### config.mk
export PLATFORM = sky130hd
export DESIGN_NAME = prog_clock_divider
export DESIGN_NICKNAME = d
export VERILOG_FILES = /design/src/rtl/prog_clock_divider.sv
export SDC_FILE = /design/constraint.sdc
export NUM_CORES = 1
export LEC_CHECK = 0
export ABC_AREA = 0
export BUFFER_PORTS_ARGS = -buffer_cell sky130_fd_sc_hd__buf_2
export CAP_MARGIN = 20
export CORE_MARGIN = 10
export CORE_UTILIZATION = 25
export DETAILED_ROUTE_END_ITERATION = 8
export GPL_TIMING_DRIVEN = 0
export PLACE_DENSITY = 0.49
export SYNTH_ARGS = -nofsm -noshare
export SYNTH_HDL_FRONTEND = slang
export SYNTH_SLANG_ARGS = --single-unit
### constraint.sdc
create_clock -name clock_in -period 13.14 [get_ports clock_in]
set_clock_uncertainty 0.05 [all_clocks]
set_input_delay 0.657 -clock clock_in [delete_from_list [all_inputs] [get_ports clock_in]]
set_output_delay 0.657 -clock clock_in [all_outputs]
set_load 0.02 [all_outputs]
### src/rtl/prog_clock_divider.sv
// Programmable clock divider: divides clock_in by a loadable period with a loadable
// high-phase length. New settings are staged and only take effect at period boundaries.
module prog_clock_divider #(
  parameter int WIDTH       = 28,
  parameter int DEFAULT_DIV = 2
) (
  input  logic             clock_in,
  input  logic             reset,
  input  logic             enable,
  input  logic             load,
  input  logic [WIDTH-1:0] div_value,
  input  logic [WIDTH-1:0] duty_value,
  output logic             clock_out,
  output logic             tick,
  output logic             running,
  output logic             pending,
  output logic             load_err
);

  typedef enum logic [1:0] {
    S_IDLE     = 2'd0,
    S_RUN      = 2'd1,
    S_STOPPING = 2'd2
  } state_t;

  localparam logic [WIDTH-1:0] ONE      = WIDTH'(1);
  localparam logic [WIDTH-1:0] TWO      = WIDTH'(2);
  localparam logic [WIDTH-1:0] DEF_DIV  = WIDTH'(DEFAULT_DIV);
  localparam logic [WIDTH-1:0] DEF_HIGH = DEF_DIV >> 1;

  state_t           r_state;
  logic [WIDTH-1:0] r_cnt;
  logic [WIDTH-1:0] r_act_div;
  logic [WIDTH-1:0] r_act_high;
  logic [WIDTH-1:0] r_pend_div;
  logic [WIDTH-1:0] r_pend_high;
  logic             r_clock_out;
  logic             r_tick;
  logic             r_pending;
  logic             r_load_err;

  logic             w_active;
  logic             w_boundary;
  logic             w_load_ok;
  logic             w_load_bad;
  logic             w_apply;
  logic [WIDTH-1:0] w_new_high;

  assign w_active   = (r_state != S_IDLE);
  assign w_boundary = w_active && (r_cnt == r_act_div - ONE);
  assign w_load_ok  = load && (div_value >= TWO);
  assign w_load_bad = load && (div_value < TWO);
  // Staged setting is promoted at the end of a period, or immediately when idle.
  assign w_apply    = r_pending && (w_boundary || !w_active);

  // High-phase length always lands in 1..div-1 for any accepted divisor.
  always_comb begin
    w_new_high = div_value >> 1;
    if (duty_value == '0) begin
      w_new_high = div_value >> 1;
    end else if (duty_value >= div_value) begin
      w_new_high = div_value - ONE;
    end else begin
      w_new_high = duty_value;
    end
  end

  always_ff @(posedge clock_in or posedge reset) begin
    if (reset) begin
      r_state     <= S_IDLE;
      r_cnt       <= '0;
      r_act_div   <= DEF_DIV;
      r_act_high  <= DEF_HIGH;
      r_pend_div  <= DEF_DIV;
      r_pend_high <= DEF_HIGH;
      r_clock_out <= 1'b0;
      r_tick      <= 1'b0;
      r_pending   <= 1'b0;
      r_load_err  <= 1'b0;
    end else begin
      r_load_err <= w_load_bad;

      if (w_apply) begin
        r_act_div  <= r_pend_div;
        r_act_high <= r_pend_high;
      end

      // A load in the same cycle as a promotion re-arms pending with the new value.
      if (w_load_ok) begin
        r_pend_div  <= div_value;
        r_pend_high <= w_new_high;
        r_pending   <= 1'b1;
      end else if (w_apply) begin
        r_pending <= 1'b0;
      end

      case (r_state)
        S_IDLE: begin
          r_cnt       <= '0;
          r_clock_out <= 1'b0;
          r_tick      <= 1'b0;
          if (enable) r_state <= S_RUN;
        end
        default: begin
          r_clock_out <= (r_cnt < r_act_high);
          r_tick      <= (r_cnt == '0);
          r_cnt       <= w_boundary ? '0 : r_cnt + ONE;
          if (enable) begin
            r_state <= S_RUN;
          end else if (w_boundary) begin
            r_state <= S_IDLE;
          end else begin
            r_state <= S_STOPPING;
          end
        end
      endcase
    end
  end

  assign clock_out = r_clock_out;
  assign tick      = r_tick;
  assign running   = w_active;
  assign pending   = r_pending;
  assign load_err  = r_load_err;

endmodule

==> results.toml, run 1 <==
[setup_path]
critPathArrivalTime_ns = 4.41
cp_max_fo = 10
critPathCaptureType = "flop"
reg2regPathDepth = 11
start_kind = "flop"
r2r-start = "r_act_div[8]$_DFFE_PP0P_"
worstReg2RegEnd = "r_act_high[25]$_DFFE_PP0P_"
required_ns = 13.40
r2r_slack_ns = 8.99
criticalPathCategory = "flop to flop"

[power]
p_int_mw = 0.937
power-per-cell-area_nw_per_um2 = 129
power_frac_seq_pct = 42.6
p_comb_share_pct = 22.5
p_leak_nw = 4.87
pwr-share-clk_pct = 34.9
vdd_drop_max_mv = 0.0866
switching_share_pct = 31.8
p_sw_mw = 0.437

[floorplanning]
ios = 65
initial_core_util_pct = 25.2
design.core.area_sq_um = 36300
num_rows = 70
die_x_um = 211
dieArea_sq_um = 44600
die_height_um = 211

[synthesis]
seq_area_frac_synth_pct = 40.0
synthArstFlopShare_pct = 100
synth_ff_type = "dfrtp_1"
ys_types = 55
ys_warn_count = 0
avgSynthCellArea_sq_um = 9.63
synth_seq_cells = 146
synth_cells = 950
syn_area_sq_um = 9150
synth-edff-count = 0
syn-num-nets = 1070

[drt]
route.detailed.drc = 0
routed-wl-met3_um = 788
wl_met1_um = 12600
viasPerCell = 4.65
wl_met2_um = 12500
wl_per_cell_um = 17.3
finalWirelength_um = 26200
antenna_left = 0
vias = 7043
topRoutingLayerUsed = "met4"
dr.pass1.iters = 6
drtIter0Drc = 355

[sta]
period_minus_slack_ns = 4.15
max_slew_margin_pct = 41.2
min_period_over_period_pct = 31.6
fin_ws_ns = 8.99
fmax_mhz = 241
grt_setup_unrepaired = "false"
slew_violations = 0
setup_violations = 0
hold_viol = 0
finalSetupTns_ns = 0
worst_pin_slew_ns = 0.882

[cts]
clk_pin_slew_ns = 0.06
cts_inserted_buffers = 17
cts_setup_buffers = 0
cts_tree = "yes"
cts.repair.resized = 0
cts-root-buf = "clkbuf_16"
postCtsHoldBufs = 0
cts_sinks = 146
ctsLongestPathBuffers = 2
h-tree-depth = 4
clock_latency_ns = 0.43

[grt]
grt_pass1_wl_um = 42100
first_global_vias = 7311
grt_use_total_pct = 12.0
antenna_found_initial = 0
grt_max_degree = 93
overflow = 0

[place]
dp_hpwl_um = 21300
gp_congestion = 0.858
pre_cts_ws_ns = 8.91
port_buffers = 63

[hold_path]
holdCritPathClass = "input port to asynchronous set/reset pin"

[final_layout]
drive_gt1_share_pct = 14.8
n_antenna_cell = 0
syn_to_final_growth_pct = 16.4
nNetsFinal = 1153

[flow_run]
cap_violations = 0

[run_status]
status = "finished clean"
## Yosys cell counts, types with 6 or more instances
cell type  count  area share (%)
dfrtp_1      142              39
nor2_1        86             3.5
inv_1         72             3.0
ha_1          60             8.2
a21oi_1       55             3.0
nand2_1       55             2.3
xnor2_1       54             5.2
o21ai_0       43             2.4
mux2_4        40             6.6
clkbuf_1      37             1.5
nor4_1        25             1.7
xor2_1        25             2.4
and3_1        24             1.6
mux2i_1       24             2.6
nand3_1       23             1.3
nand4_1       21             1.4
o21ai_1       18            0.98
nor3_1        17            0.93
mux2_1        16             2.0
or3_1         15             1.0
a21o_1        14             1.1
or4_1          9            0.74
nand2b_1       6            0.41
## state kept, by name, indices dropped and copies added, names as in the netlist
register / count
r_act_div: 28
r_act_high: 28
r_cnt: 28
r_pend_div: 28
r_pend_high: 28
r_state: 2
clock_out: 1
load_err: 1
pending: 1
tick: 1
## power groups by stage
stage / registers [mW] / logic (mW) / clock network (mW)
after floorplan: 0.566 / 0.236 / 0
after global placement: 0.592 / 0.304 / 0
after detailed placement: 0.594 / 0.311 / 0
after CTS: 0.585 / 0.312 / 0.489
after global routing: 0.596 / 0.347 / 0.509
final: 0.585 / 0.309 / 0.480
## per-stage QoR
step,power [mW],area [sq um],cells,hold WS (ns),utilization (%)
after CTS,1.39,10700,1514,0.270,29.3
after floorplan,0.802,9150,950,0.400,-
after global placement,0.896,10000,1481,0.414,27.6
final,1.37,10700,1514,0.255,29.3
after detailed placement,0.905,10100,1482,0.434,27.7
after global routing,1.45,10700,1514,0.293,29.3
## worst max-delay path, stage by stage (launching register included)
cell	delay (ns)
dfrtp_1	0.36
clkbuf_1	0.20
nor4_1	0.54
nand4_2	0.33
or3_1	0.44
a2111oi_0	0.64
nand4_1	0.20
a2111oi_2	0.41
o21ai_1	0.18
buf_6	0.20
buf_6	0.16
mux2_4	0.30
## layout by cell type (no fill, tap or decap), types with 5 or more instances in the layout
cell type    n
nand4_1     21
o21ai_1     18
nor3_1      17
xnor2_1     54
clkbuf_16   17
or3_1       15
a21o_1      14
nand2_1     55
mux2_1      16
nor2_1      86
nand2b_1     6
o31ai_1      5
dfrtp_1    142
a21oi_1     55
buf_6        5
mux2_4      40
a2111oi_0    5
buf_2       65
inv_6        7
xor2_1      25
inv_1       71
ha_1        60
or4_1        9
o21ai_0     43
nor4_1      25
nand3_1     23
clkbuf_1    38
and3_1      24
mux2i_1     24
## layer usage
layer / track usage (%) / vias to the layer above
met4: 3.07 / 0
li1: - / 3545
met3: 2.23 / 25
met1: 15.6 / 3361
met5: 0 / -
met2: 20.2 / 112
## cell families after synthesis
logic type                 Yosys count  synth area share (%)
xor gates and xnor gates            79                  7.56
buffers and inverters              116                  5.20
AOI/OAI and AO/OA                  172                  11.4
adders and majority gates           60                  8.21
DFF                                146                  40.0
muxes                               80                  11.2
and+or+nand+nor                    297                  16.5
## how the worst max path moves through the flow
stage                                   from  cells past startpoint                          end  slack [ns]
global placement                       reset                      2  r_pend_high[25]$_DFFE_PP0P_        6.58
finish              r_act_div[8]$_DFFE_PP0P_                     11   r_act_high[25]$_DFFE_PP0P_        8.99
floorplan                              reset                      1          clock_out$_DFF_PP0_        8.52
detailed placement  r_act_div[8]$_DFFE_PP0P_                     11   r_act_high[25]$_DFFE_PP0P_        8.91
CTS                 r_act_div[8]$_DFFE_PP0P_                     11   r_act_high[25]$_DFFE_PP0P_        8.87
global route        r_act_div[8]$_DFFE_PP0P_                     11   r_act_high[21]$_DFFE_PP0P_        8.62
## layout make-up
| class | instances | area [sq um] |
|---|---|---|
| Fill cell | 3829 | 25700 |
| Inverter | 72 | 275 |
| Sequential cell | 146 | 3660 |
| Timing Repair Buffer | 64 | 343 |
| Multi-Input combinational cell | 688 | 5010 |
| Clock buffer | 18 | 429 |
| Tap cell | 468 | 586 |
| Clock inverter | 14 | 141 |
| Buffer | 44 | 205 |
Note: power is estimated with default switching activity, not from simulation.
==> run 2: changes to the inputs <==
==> constraint.sdc (replaced) <==
create_clock -name clock_in -period 3.9 [get_ports clock_in]
set_clock_uncertainty 0.05 [all_clocks]
set_input_delay 0.195 -clock clock_in [delete_from_list [all_inputs] [get_ports clock_in]]
set_output_delay 0.195 -clock clock_in [all_outputs]
set_load 0.02 [all_outputs]
==> results.toml, run 2 (synthesized netlist as in run 1, its figures left out) <==
[run_status]
status = "finished clean"

[final_layout]
final_cell_mix = "142 x dfrtp_1, 86 x nor2_1, 71 x inv_1, 65 x buf_2, 60 x ha_1"
n_antenna_cell = 0
drive_gt1_share_pct = 15.5
final_common_cell = "dfrtp_1"
syn_to_final_growth_pct = 18.2
fill_cells = 3843
final_util_pct = 29.7
nNetsFinal = 1161

[drt]
viasPerCell = 4.66
drtIter0Drc = 395
antenna_left = 0
route.detailed.drc = 0
dr.pass1.iters = 5
wl_per_cell_um = 17.2
vias = 7097
finalWirelength_um = 26200

[grt]
grt_pass1_wl_um = 42600
grtUsageMet1_pct = 15.7
overflow = 0
use_met3_pct = 2.34
first_global_vias = 7520
grt_busiest_layer = "met2"
grt_max_degree = 43
grtUsageMet2_pct = 20.1
grt_use_total_pct = 12.1
antenna_found_initial = 0

[hold_path]
holdCritPathClass = "input port to flop"

[cts]
cts_inserted_buffers = 17
ctsLongestPathBuffers = 2
cts_sinks = 146
cts-root-buf = "clkbuf_16"
cts_tree = "yes"
clk_pin_slew_ns = 0.07
h-tree-depth = 4
clock_latency_ns = 0.43

[sta]
hold_viol = 0
period_minus_slack_ns = 3.71
setup_violations = 0
fin_ws_ns = 0.185
min_period_over_period_pct = 95.2
fmax_mhz = 269
max_slew_margin_pct = 43.0
worst_pin_slew_ns = 0.855
grt_setup_unrepaired = "false"
slew_violations = 0

[power]
vdd_drop_max_mv = 0.304
p_leak_nw = 4.93
power-per-cell-area_nw_per_um2 = 437

[floorplanning]
num_rows = 70
die_height_um = 211
design.core.area_sq_um = 36300
die_x_um = 211
dieArea_sq_um = 44600
ios = 65
initial_core_util_pct = 25.2

[flow_run]
cap_violations = 0

[place]
dp_hpwl_um = 21700
port_buffers = 63
pre_cts_ws_ns = -0.384
gp_congestion = 0.866

[setup_path]
required_ns = 4.16
critPathCaptureType = "flop"
start_kind = "flop"
slowest_stage = "or4_1"
cp_max_fo = 10
criticalPathCategory = "flop to flop"
crit_chain = "or4_1, or4_1, a2111oi_0, nand4_1, a2111oi_2, o21ai_1, buf_6, buf_6, mux2_4"
cp_slowest_stage_delay_ns = 0.64
critPathArrivalTime_ns = 3.97
## run 2: what timing repair did
action                     4_1_cts  5_1_grt
buffers inserted                 1        2
hold buffers                     2        0
pin swaps                        1        3
setup endpoints to repair       86       61
hold endpoints to repair        18        0
resized for setup                6        0
## run 2: per-stage QoR
step                      hold WS, ns  total power, mW  cells  cell area (sq um)  setup TNS, ns
after CTS                      0.0315             4.77   1520              10800              0
after global placement          0.317             3.02   1481              10100         -21.61
after detailed placement        0.184             3.05   1485              10100         -27.07
after floorplan                 0.211             2.70    950               9150              0
after global routing           0.0377             4.99   1522              10800              0
final                          0.0375             4.72   1522              10800              0
## run 2: cell type report
| class | instances | area (sq um) | share of cell area (%) |
|---|---|---|---|
| plain buffers | 44 | 205 | 1.90 |
| clock buffers | 18 | 429 | 3.97 |
| clock inverters | 14 | 168 | 1.55 |
| inverters | 72 | 274 | 2.53 |
| multi-input cells | 688 | 5050 | 46.7 |
| flip-flops and latches | 146 | 3660 | 33.8 |
| well taps | 468 | 586 | 5.42 |
| repair buffers | 72 | 438 | 4.05 |
## run 2: power by group
part           leakage (nW)  total (mW)  switching, mW  internal, mW
clock network         0.287        1.67          0.707         0.965
registers              1.80        1.98          0.230          1.75
logic                  2.85        1.07          0.543         0.529
## run 2: path summary, 6_finish.rpt
path | from | end | slack, ns | depth (start not counted)
max | r_act_div[14]$_DFFE_PP0P_ | r_act_div[24]$_DFFE_PP0P_ | 0.19 | 9
min | duty_value[25] | r_pend_high[25]$_DFFE_PP0P_ | 0.04 | 3
max reg2reg | r_act_div[14]$_DFFE_PP0P_ | r_act_div[24]$_DFFE_PP0P_ | 0.19 | 9
min reg2reg | r_pend_div[27]$_DFFE_PP0P_ | r_pend_div[27]$_DFFE_PP0P_ | 0.43 | 2
max in group asynchronous | reset | r_act_div[27]$_DFFE_PP0P_ | 2.27 | 7
min in group asynchronous | reset | r_pend_div[7]$_DFFE_PP0P_ | 0.29 | 3
## run 2: metal layers
metal / wire length, um / vias to the layer above / share of wire, %
met4: 488 / 0 / 1.9
met1: 12700 / 3370 / 48
li1: - / 3572 / -
met3: 770 / 32 / 2.9
met2: 12300 / 123 / 47
met5: 0 / - / 0
## run 2: critical path: cells and delay by family (launching register included)
kind / cells / cell delay, ns
AOI/OAI and AO/OA: 3 / 1.07
muxes: 1 / 0.30
and+or+nand+nor: 3 / 1.35
DFF: 1 / 0.46
buffers and inverters: 2 / 0.36
